<file path="src/rtl/pace_pkg.sv">
// Shared types and helpers for the pace ticker: counter sizing and the
// zone/speed-level to tick-period mapping.
package pace_pkg;

    typedef enum logic {
        ST_IDLE = 1'b0,
        ST_RUN  = 1'b1
    } pace_state_e;

    // Ceiling log2 for elaboration-time sizing; clog2(1) = 0.
    function automatic int unsigned clog2(input int unsigned v);
        int unsigned r;
        r = 0;
        while ((64'd1 << r) < 64'(v)) begin
            r = r + 1;
        end
        return r;
    endfunction

    // Width needed to hold the slowest period the zone count can produce.
    function automatic int unsigned cnt_w_of(input int unsigned zones,
                                             input int unsigned min_period,
                                             input int unsigned step);
        return clog2(min_period + step * (zones + 32'd1) + 32'd1);
    endfunction

    // Farther zones add slowdown steps, higher speed levels remove them; never below zero.
    function automatic int unsigned period_of(input int unsigned z,
                                              input int unsigned l,
                                              input int unsigned min_period,
                                              input int unsigned step);
        int unsigned d;
        d = ((z + 32'd2) > l) ? (z + 32'd2 - l) : 32'd0;
        return min_period + step * d;
    endfunction

endpackage

</file>
<file path="src/rtl/pace_period_calc.sv">
// Combinational period lookup: zone priority encode, speed MSB encode,
// clipped step count and multiply-add, plus the run qualifier.
module pace_period_calc
    import pace_pkg::*;
#(
    parameter int unsigned ZONES      = 3,
    parameter int unsigned SPEED_W    = 4,
    parameter int unsigned MIN_PERIOD = 10,
    parameter int unsigned STEP       = 5,
    parameter int unsigned CNT_W      = cnt_w_of(ZONES, MIN_PERIOD, STEP)
) (
    input  logic               en,
    input  logic [SPEED_W-1:0] speed,
    input  logic [ZONES-1:0]   zone,
    output logic [CNT_W-1:0]   period_c,
    output logic               valid_c
);

    int unsigned zone_idx;
    int unsigned level;

    // Lowest set zone bit wins when several are set.
    always_comb begin
        zone_idx = 32'd0;
        for (int i = int'(ZONES) - 1; i >= 0; i--) begin
            if (zone[i]) begin
                zone_idx = unsigned'(i);
            end
        end
    end

    // Speed level is the position of the most significant set bit.
    always_comb begin
        level = 32'd0;
        for (int i = 0; i < int'(SPEED_W); i++) begin
            if (speed[i]) begin
                level = unsigned'(i);
            end
        end
    end

    assign valid_c  = en && (speed != '0) && (zone != '0);
    assign period_c = CNT_W'(period_of(zone_idx, level, MIN_PERIOD, STEP));

endmodule

</file>
<file path="src/rtl/pace_ticker.sv">
// Tick generator: one-cycle pulse every cur_period cycles while running,
// with period changes applied only on tick edges and a wrapping tick total.
module pace_ticker
    import pace_pkg::*;
#(
    parameter int unsigned ZONES      = 3,
    parameter int unsigned SPEED_W    = 4,
    parameter int unsigned MIN_PERIOD = 10,
    parameter int unsigned STEP       = 5,
    parameter int unsigned TOTAL_W    = 16,
    localparam int unsigned CNT_W     = cnt_w_of(ZONES, MIN_PERIOD, STEP)
) (
    input  logic               clk,
    input  logic               rst_n,
    input  logic               en,
    input  logic [SPEED_W-1:0] speed,
    input  logic [ZONES-1:0]   zone,
    input  logic               clr,
    output logic               tick,
    output logic               active,
    output logic [CNT_W-1:0]   cur_period,
    output logic [TOTAL_W-1:0] tick_total
);

    pace_state_e        state_q, state_d;
    logic [CNT_W-1:0]   cnt_q, cnt_d;
    logic [CNT_W-1:0]   period_q, period_d;
    logic               tick_q, tick_d;
    logic               active_q, active_d;
    logic [TOTAL_W-1:0] total_q, total_d;

    logic [CNT_W-1:0]   new_period_c;
    logic               go_c;

    pace_period_calc #(
        .ZONES      (ZONES),
        .SPEED_W    (SPEED_W),
        .MIN_PERIOD (MIN_PERIOD),
        .STEP       (STEP),
        .CNT_W      (CNT_W)
    ) u_calc (
        .en       (en),
        .speed    (speed),
        .zone     (zone),
        .period_c (new_period_c),
        .valid_c  (go_c)
    );

    always_ff @(posedge clk or negedge rst_n) begin
        if (!rst_n) begin
            state_q  <= ST_IDLE;
            cnt_q    <= '0;
            period_q <= '0;
            tick_q   <= 1'b0;
            active_q <= 1'b0;
            total_q  <= '0;
        end else begin
            state_q  <= state_d;
            cnt_q    <= cnt_d;
            period_q <= period_d;
            tick_q   <= tick_d;
            active_q <= active_d;
            total_q  <= total_d;
        end
    end

    // Losing go always wins over a coincident terminal count.
    always_comb begin
        state_d  = state_q;
        cnt_d    = cnt_q;
        period_d = period_q;
        tick_d   = 1'b0;
        active_d = active_q;

        unique case (state_q)
            ST_IDLE: begin
                cnt_d    = '0;
                period_d = '0;
                active_d = 1'b0;
                if (go_c) begin
                    state_d  = ST_RUN;
                    period_d = new_period_c;
                    active_d = 1'b1;
                end
            end
            ST_RUN: begin
                if (!go_c) begin
                    state_d  = ST_IDLE;
                    cnt_d    = '0;
                    period_d = '0;
                    active_d = 1'b0;
                end else if (cnt_q == (period_q - CNT_W'(1))) begin
                    tick_d   = 1'b1;
                    cnt_d    = '0;
                    period_d = new_period_c;
                end else begin
                    cnt_d = cnt_q + CNT_W'(1);
                end
            end
            default: begin
                state_d  = ST_IDLE;
                cnt_d    = '0;
                period_d = '0;
                active_d = 1'b0;
            end
        endcase
    end

    // A clear that lands on a tick edge still counts that tick.
    always_comb begin
        total_d = total_q;
        if (clr) begin
            total_d = tick_d ? TOTAL_W'(1) : '0;
        end else if (tick_d) begin
            total_d = total_q + TOTAL_W'(1);
        end
    end

    assign tick       = tick_q;
    assign active     = active_q;
    assign cur_period = period_q;
    assign tick_total = total_q;

endmodule

</file>
<file path="config.mk">
export PLATFORM = sky130hd
export DESIGN_NAME = pace_ticker
export DESIGN_NICKNAME = d
export VERILOG_FILES = /design/src/rtl/pace_pkg.sv /design/src/rtl/pace_period_calc.sv /design/src/rtl/pace_ticker.sv
export SDC_FILE = /design/constraint.sdc
export NUM_CORES = 1
export LEC_CHECK = 0
export ABC_AREA = 1
export CAP_MARGIN = 25
export CORE_MARGIN = 1
export CORE_UTILIZATION = 49
export DETAILED_ROUTE_END_ITERATION = 10
export HOLD_SLACK_MARGIN = 0.08
export PLACE_DENSITY_LB_ADDON = 0.1
export SLEW_MARGIN = 25
export SYNTH_ARGS = -nofsm -noshare
export SYNTH_HDL_FRONTEND = slang
export SYNTH_HIERARCHICAL = 1
export SYNTH_SLANG_ARGS = --single-unit
</file>
<file path="constraint.sdc">
create_clock -name clk -period 1.5 [get_ports clk]
set_input_delay 0.375 -clock clk [delete_from_list [all_inputs] [get_ports clk]]
set_output_delay 0.375 -clock clk [all_outputs]
set_load 0.005 [all_outputs]
</file>
==> results.yml, run 1 <==
critical_path:
  critical_path.endpoint_type: "flip-flop"
  startpoint: "speed[3]"
  path_class: "in2reg"
  worst_r2r_path_depth: 12
  reg2reg_from: "cur_period[1]"
  r2r-end: "tick_total[1]"
  cp.arrival_ns: 2.81
  start_kind: "input port"
  ff2ff_setup_slack_ns: -0.26
  cp.required_ns: 1.67
  path_max_fanout: 3
worst_hold_path:
  min_path_type: "in2async"
timing:
  slew_violations: 0
  hold_viol: 0
  holdWs_ns: 0.453
  clock_skew_ns: 0.00773
  worst_slack_ns: -1.14
  finalSetupViolations: 28
  timing.final.crit_share: 1.76
  worst_pin_slew_ns: 0.389
  post-route-min-period_ns: 2.64
  max_freq_ghz: 0.379
  slew_headroom: 0.740
  rsz0062_at_grt: "true"
floorplanning:
  die_x_um: 69.7
  start_util: 0.513
  io_pins: 34
  core_area_um2: 4380
  die_h_um: 69.7
  die-area_um2: 4860
  fp-row-count: 24
cts:
  cts_hold_buf: 0
  htreeDepth: 2
  clk_latency_ns: 0.28
  clock-sinks: 29
  numCtsBuffers: 5
  clk_pin_slew_worst_paths_ns: 0.07
  clockRootBuffer: "clkbuf_8"
  cts_tree: "done"
  cts_buffer_depth: 2
logic_synthesis:
  syn-num-nets: 326
  synth_seq_area_share: 0.323
  syn_inst: 304
  synth_cell_types: 31
  ys_seq_elements: 29
  netlist_area_um2: 2250
  yosys_warnings: 6
  syn-mean-instance-area_um2: 7.39
pwr:
  p_int_w: 0.00152
  combinationalPowerShare: 0.347
  pwr-share-clk: 0.278
  power_frac_seq: 0.375
  sw_frac_of_total: 0.322
  p_leak_nw: 1.83
  vdd_drop_max_uv: 494
  total_power_w: 0.00224
  powerDensity_nw_per_um2: 657
  p_sw_w: 0.000720
status:
  violations: "setup timing"
  status: "finished, violations left"
flow_run:
  max_cap_viol_count: 0
routing:
  post_drt_wl_per_cell_um: 12.7
  dr.pass1.iters: 4
  ant_nets: 0
  wl_um: 5820
  vias: 2204
  drt-initial-drc-count: 135
  drc: 0
  vias_per_cell: 4.80
placed_design:
  place.port_buffers: 33
  dp_hpwl_um: 3600
  gp_congestion: 0.788
global_routing:
  grt_max_degree: 30
  antenna_found_initial: 0
  grt_use_total: 0.246
  first_global_vias: 2162
  overflow: 0
  grt_first_pass_wirelength_um: 9490
cells_and_area:
  diodes: 0
  nNetsFinal: 428
  drive_above_1_share: 0.432
  syn_to_final_growth_pct: 51.8
==> sequential cells by signal, indices dropped and copies added, names as in the netlist <==
name        flops
tick_total     16
state_q         1
cnt_q           5
cur_period      5
tick            1
active          1
==> logic make-up (layout without fill, tap and decap cells) <==
family / Yosys count / after routing / share of synthesized area
AO/OA/AOI/OAI: 10 / 10 / 0.0267
adder cells (fa/ha/maj): 11 / 11 / 0.0679
AND/OR/NAND/NOR: 190 / 192 / 0.422
XOR/XNOR: 13 / 13 / 0.0507
buffers and inverters: 51 / 152 / 0.110
flip-flops: 29 / 29 / 0.323
==> worst max-delay path by stage <==
stage | endpoint | slack (ns) | depth (start not counted)
6_report | cur_period[4] | -1.14 | 20
2_1_floorplan | cur_period[4] | -1.20 | 19
3_5_place_dp | cur_period[4] | -1.83 | 17
5_1_grt | cur_period[4] | -1.28 | 21
4_1_cts | cur_period[4] | -1.14 | 20
3_3_place_gp | cur_period[4] | -1.71 | 17
==> Yosys cell counts <==
| library cell | number | area [µm²] |
|---|---|---|
| nand2_1 | 76 | 285 |
| nor2_4 | 2 | 22.5 |
| o21ai_1 | 5 | 25.0 |
| nor2_1 | 38 | 143 |
| ha_1 | 9 | 113 |
| dfrtp_1 | 29 | 726 |
| nor3_2 | 1 | 10.0 |
| buf_6 | 2 | 22.5 |
| nand3_1 | 20 | 100 |
| clkinv_1 | 1 | 3.75 |
| inv_1 | 38 | 143 |
| fa_1 | 2 | 40.0 |
| a21boi_0 | 1 | 7.51 |
| inv_2 | 6 | 22.5 |
| buf_4 | 1 | 7.51 |
| nand3_2 | 11 | 110 |
| or2_2 | 1 | 6.26 |
| nand3_4 | 1 | 17.5 |
| o31ai_1 | 1 | 7.51 |
| xnor2_1 | 5 | 43.8 |
| xor2_1 | 8 | 70.1 |
| clkbuf_8 | 2 | 27.5 |
| and2_1 | 2 | 12.5 |
| buf_12 | 1 | 20.0 |
| nor2_2 | 5 | 31.3 |
| nand2_2 | 29 | 181 |
| o21bai_1 | 2 | 15.0 |
| nor3_1 | 1 | 5.00 |
| o21ai_0 | 1 | 5.00 |
| nand4_1 | 2 | 12.5 |
| nand2_4 | 1 | 11.3 |
==> routing by layer <==
metal	vias to the layer above	global-route usage	share of wire
met1	1012	0.287	0.42
met5	-	0	0
li1	1131	-	-
met3	18	0.0451	0.030
met4	0	0.100	0.027
met2	43	0.443	0.52
==> power by group through the flow <==
stage	Combinational [W]	Sequential [W]	Clock (W)
after floorplan	0.000385	0.000852	0
after global placement	0.000592	0.000854	0
after detailed placement	0.000605	0.000853	0
after CTS	0.000718	0.000838	0.000648
after global routing	0.000851	0.000842	0.000674
final	0.000777	0.000840	0.000623
==> cell type report <==
cell class / instances / area, µm²
Multi-Input combinational cell: 226 / 1520
Tap cell: 52 / 65.1
Sequential cell: 29 / 734
Inverter: 45 / 171
Clock buffer: 8 / 80.1
Timing Repair Buffer: 99 / 842
Fill cell: 323 / 972
==> placed cells by master (no fill, tap or decap), types with 3 or more instances in the layout <==
cell type and n:
clkbuf_1 3, nand3_2 17, nor2_4 5, ha_1 3
dlygate4sd2_1 20, nor2_1 37, nand3_1 14, clkbuf_8 5
xnor2_1 4, nand2_2 29, clkdlybuf4s50_1 5, nor2_2 3
inv_2 14, nand2_4 10, dfrtp_1 22, buf_4 59
inv_1 29, dfrtp_2 7, buf_6 7, xor2_1 8
o21ai_1 5, ha_4 5, nand2_1 67
==> critical path: stages <==
cell      delay, ns
buf_6          0.09
o21bai_4       0.17
ha_4           0.17
fa_2           0.35
inv_2          0.07
nand2_2        0.04
nand2_2        0.09
inv_4          0.05
nor2_4         0.10
ha_4           0.15
fa_1           0.41
ha_2           0.21
xnor2_2        0.15
nand3_1        0.09
nand2_1        0.06
inv_1          0.03
nand2_1        0.05
inv_1          0.04
nand2_1        0.06
o21ai_1        0.06
==> timing repair <==
| item | 4_1_cts | 5_1_grt |
|---|---|---|
| gates resized for setup | 73 | 22 |
| pin swaps | 23 | 11 |
| endpoints found under the setup margin | 49 | 30 |
| buffers inserted | 33 | 2 |
| cloned | 1 | 1 |
==> through the flow <==
step | setup slack, ns | TNS [ns] | area, µm² | util | cells
5_1_grt | -1.28 | -10.95 | 3410 | 0.778 | 459
3_5_place_dp | -1.83 | -21.47 | 2910 | 0.663 | 414
4_1_cts | -1.14 | -6.88 | 3290 | 0.750 | 456
3_3_place_gp | -1.71 | -20.77 | 2910 | 0.663 | 414
2_1_floorplan | -1.20 | -4.74 | 2340 | - | 304
6_report | -1.14 | -8.74 | 3410 | 0.778 | 459
No activity file was read; power rests on OpenSTA's default activity.
==> run 2, diff against run 1 <==
TNS_END_PERCENT = 5   (was not set)
==> results.yml, run 2 (synthesis results as in run 1) <==
cells_and_area:
  syn_to_final_growth_pct: 35.7
  nFillCells: 366
  drive_above_1_share: 0.358
  nNetsFinal: 401
  diodes: 0
  instances_no_fill: 432
  multiInputGateArea_um2: 1360
  seqCellArea_um2: 733
  largest_register_ffs: 16
  layout_common_cells: "nand2_1 (72), buf_4 (40), nor2_1 (37)"
  layout_commonest_cell: "nand2_1"
pwr:
  p_leak_nw: 1.60
  vdd_drop_max_uv: 534
  powerDensity_nw_per_um2: 739
critical_path:
  path_class: "in2reg"
  slowest_delay_ns: 0.44
  critical_path.endpoint_type: "flip-flop"
  cp.required_ns: 1.66
  crit_chain: "buf_6, o21bai_1, ha_2, fa_2, inv_2, nand2_2, nand2_2, inv_4, nor2_4, ha_4, fa_1, ha_4, xnor2_2, nand3_1, nand2_1, inv_1, nand2_1, inv_1, nand2_1, o21ai_1"
  ff2ff_setup_slack_ns: -0.16
  worst-path-buf-inv: 5
  slowest_stage: "fa_1"
  path_max_fanout: 3
  path_common_cell: "nand2_1"
  cp.arrival_ns: 2.84
  start_kind: "input port"
  cp_top_family: "adder cells"
global_routing:
  grt_use_total: 0.223
  overflow: 0
  grt_first_pass_wirelength_um: 8600
  antenna_found_initial: 0
  first_global_vias: 2063
  grt_max_degree: 30
status:
  violations: "setup timing"
  status: "finished, violations left"
routing:
  vias_per_cell: 4.73
  ant_nets: 0
  wl_um: 4910
  drc: 0
  drt-initial-drc-count: 72
  dr.pass1.iters: 4
  post_drt_wl_per_cell_um: 11.4
  vias: 2045
placed_design:
  gp_congestion: 0.833
  placedCellCount: 415
  place.port_buffers: 33
  pre_cts_slack_ns: -1.82
  dp_hpwl_um: 3640
timing:
  post-route-min-period_ns: 2.68
  timing.final.crit_share: 1.78
  worst_slack_ns: -1.18
  slew_headroom: 0.834
  tns_ns: -6.44
  slew_violations: 0
  worst_pin_slew_ns: 0.248
  rsz0062_at_grt: "true"
  finalSetupViolations: 29
  hold_viol: 0
  clock_skew_ns: 0.0135
  max_freq_ghz: 0.374
floorplanning:
  start_util: 0.513
  core_area_um2: 4380
  fp-row-count: 24
  die-area_um2: 4860
  die_x_um: 69.7
  die_h_um: 69.7
  io_pins: 34
flow_run:
  max_cap_viol_count: 0
cts:
  clk_pin_slew_worst_paths_ns: 0.07
  cts_hold_buf: 0
  clockRootBuffer: "clkbuf_8"
  cts_buffer_depth: 2
  cts_tree: "done"
  numCtsBuffers: 5
  clk_latency_ns: 0.29
  htreeDepth: 2
  clock-sinks: 29
worst_hold_path:
  min_path_type: "in2async"
[run 2: changes by cell type in the layout (fill, tap and decap cells not counted), moves of 3 or more]
cell	change
buf_4	-19
buf_6	-4
clkbuf_1	-3
nand2_1	+5
nand2_2	+3
nand2_4	-8
nand3_1	+6
nand3_2	-6
[run 2: worst paths after layout]
path	from	endpoint	cells after the start
max in group asynchronous	rst_n	tick_total[8]	2
min reg2reg	state_q	active	1
min in group clk	state_q	active	1
max reg2reg	cur_period[0]	tick_total[8]	12
min	rst_n	tick_total[13]	2
max	speed[3]	cur_period[4]	20
[run 2: cell type report]
type,count,share of cell area
Sequential cell,29,0.240
Inverter,45,0.0562
Clock inverter,1,0.00164
Clock buffer,7,0.0316
Tap cell,52,0.0213
Multi-Input combinational cell,224,0.446
Timing Repair Buffer,74,0.203
[run 2: report_power, final]
part           total, W  internal, W  switching [W]  leakage [nW]
Clock          0.000733     0.000414       0.000319        0.0542
Combinational  0.000684     0.000328       0.000356          1.15
Sequential     0.000837     0.000811      0.0000266         0.387
[run 2: metrics by stage]
| stage | area (µm²) | power (W) | hold WS [ns] | utilization |
|---|---|---|---|---|
| 6_report | 3050 | 0.00225 | 0.447 | 0.695 |
| 5_1_grt | 3050 | 0.00238 | 0.473 | 0.695 |
| 4_1_cts | 3010 | 0.00224 | 0.451 | 0.686 |
| 3_5_place_dp | 2840 | 0.00144 | 0.447 | 0.648 |
| 3_3_place_gp | 2840 | 0.00142 | 0.449 | 0.648 |
| 2_1_floorplan | 2270 | 0.00121 | 0.0794 | - |
[run 2: per-layer routing]
layer  routed length (µm)  global-route usage
met1                 2110               0.241
met2                 2620               0.428
met3                  107              0.0378
met4                   74              0.0867
met5                    0                   0
[run 2: timing repair]
item,4_1_cts,5_1_grt
endpoints found under the setup margin,50,30
gates resized for setup,59,11
setup buffers,7,2
pin swaps,16,11
==> run 3, diff against run 2 <==
CORE_ASPECT_RATIO = 0.8   (was not set)
==> results.yml, run 3 (synthesis results as in run 1) <==
status:
  status: "finished, violations left"
  violations: "setup timing"
cells_and_area:
  syn_to_final_growth_pct: 33.7
  largest_register_ffs: 16
  nNetsFinal: 395
  layout_commonest_cell: "nand2_1"
  layout_common_cells: "nand2_1 (73), nor2_1 (36), buf_4 (32)"
  drive_above_1_share: 0.360
  diodes: 0
routing:
  drc: 0
  ant_nets: 0
  wl_um: 5000
  drt-initial-drc-count: 106
  dr.pass1.iters: 4
  vias: 2043
  vias_per_cell: 4.76
  post_drt_wl_per_cell_um: 11.7
timing:
  slew_headroom: 0.816
  worst_slack_ns: -1.11
  holdWs_ns: 0.464
  max_freq_ghz: 0.383
  worst_pin_slew_ns: 0.273
  timing.final.crit_share: 1.74
  rsz0062_at_grt: "true"
  post-route-min-period_ns: 2.61
  clock_skew_ns: 0.00827
  hold_viol: 0
  finalSetupViolations: 27
  slew_violations: 0
floorplanning:
  core_area_um2: 4280
  io_pins: 34
  die-area_um2: 4860
  die_x_um: 77.7
  die_h_um: 62.6
  start_util: 0.525
  fp-row-count: 21
cts:
  clock-sinks: 29
  cts_tree: "done"
  numCtsBuffers: 5
  htreeDepth: 2
  clk_latency_ns: 0.28
  clk_pin_slew_worst_paths_ns: 0.06
  clockRootBuffer: "clkbuf_8"
  cts_buffer_depth: 2
critical_path:
  cp.arrival_ns: 2.78
  cp.required_ns: 1.66
  start_kind: "input port"
  path_max_fanout: 3
  critical_path.endpoint_type: "flip-flop"
  path_class: "in2reg"
global_routing:
  grt_use_total: 0.236
  first_global_vias: 1998
  overflow: 0
  grt_max_degree: 30
  antenna_found_initial: 0
  grt_first_pass_wirelength_um: 9070
worst_hold_path:
  min_path_type: "in2async"
placed_design:
  dp_hpwl_um: 3770
  pre_cts_slack_ns: -1.83
  place.port_buffers: 33
  gp_congestion: 0.851
pwr:
  powerDensity_nw_per_um2: 691
  p_leak_nw: 1.54
  total_power_w: 0.00208
  vdd_drop_max_uv: 352
flow_run:
  max_cap_viol_count: 0
-- run 3: cell count changes in the layout (fill, tap and decap cells not counted), sizes merged --
cell	delta
dlymetal6s2s	-1
buf	-6
dlygate4sd2	+2
clkbuf	-2
clkdlybuf4s50	-1
-- run 3: repair_timing --
action / in CTS / in global routing
buffers inserted: 2 / 0
hold buffers: 0 / 0
setup endpoints to repair: 50 / 27
resized for setup: 67 / 10
pin swaps: 18 / 13
-- run 3: area by class of cell --
class	count	area, µm²
multi-input combinational	224	1380
fill	364	1280
sequential	29	736
timing repair buffer	68	569
inverter	45	171
tap	57	71.3
clock buffer	5	68.8
clock inverter	1	5.00
-- run 3: metrics by stage --
stage                     TNS (ns)  std cells  instance area (µm²)  utilization
after CTS                    -6.93        429                 2970        0.693
after global placement      -19.16        421                 2850        0.666
final                        -5.98        429                 3010        0.702
after floorplan              -4.86        304                 2270            -
after detailed placement    -20.49        421                 2850        0.666
after global routing         -9.12        429                 3010        0.702
-- run 3: final timing paths --
path	startpoint	endpoint	slack, ns	cells past startpoint
max	speed[3]	cur_period[4]	-1.11	20
min	rst_n	tick_total[6]	0.46	2
max reg2reg	cur_period[1]	tick_total[3]	-0.20	12
min reg2reg	state_q	active	0.49	1
max in group asynchronous	rst_n	tick_total[3]	0.86	2
min in group clk	state_q	active	0.49	1
-- run 3: worst max-delay path: stages --
cell and delay [ns]:
buf_6 0.09, o21bai_1 0.15, ha_2 0.20, fa_2 0.33, inv_2 0.07, nand2_2 0.05, nand2_2 0.08, inv_4 0.05
nor2_4 0.13, ha_4 0.14, fa_1 0.39, ha_2 0.20, xnor2_2 0.17, nand3_1 0.08, nand2_1 0.06, inv_1 0.03
nand2_1 0.05, inv_1 0.04, nand2_1 0.05, o21ai_1 0.05
-- run 3: per-layer routing --
metal  GRT usage  wire length, µm
met1       0.344             2580
met2       0.355             2140
met3      0.0453              229
met4      0.0684               55
met5           0                0
-- run 3: report_power, final --
group / internal (W) / leakage [nW] / switching, W / total (W)
clock: 0.000304 / 0.0399 / 0.000278 / 0.000582
sequential: 0.000811 / 0.384 / 0.0000247 / 0.000836
combinational: 0.000304 / 1.12 / 0.000355 / 0.000660
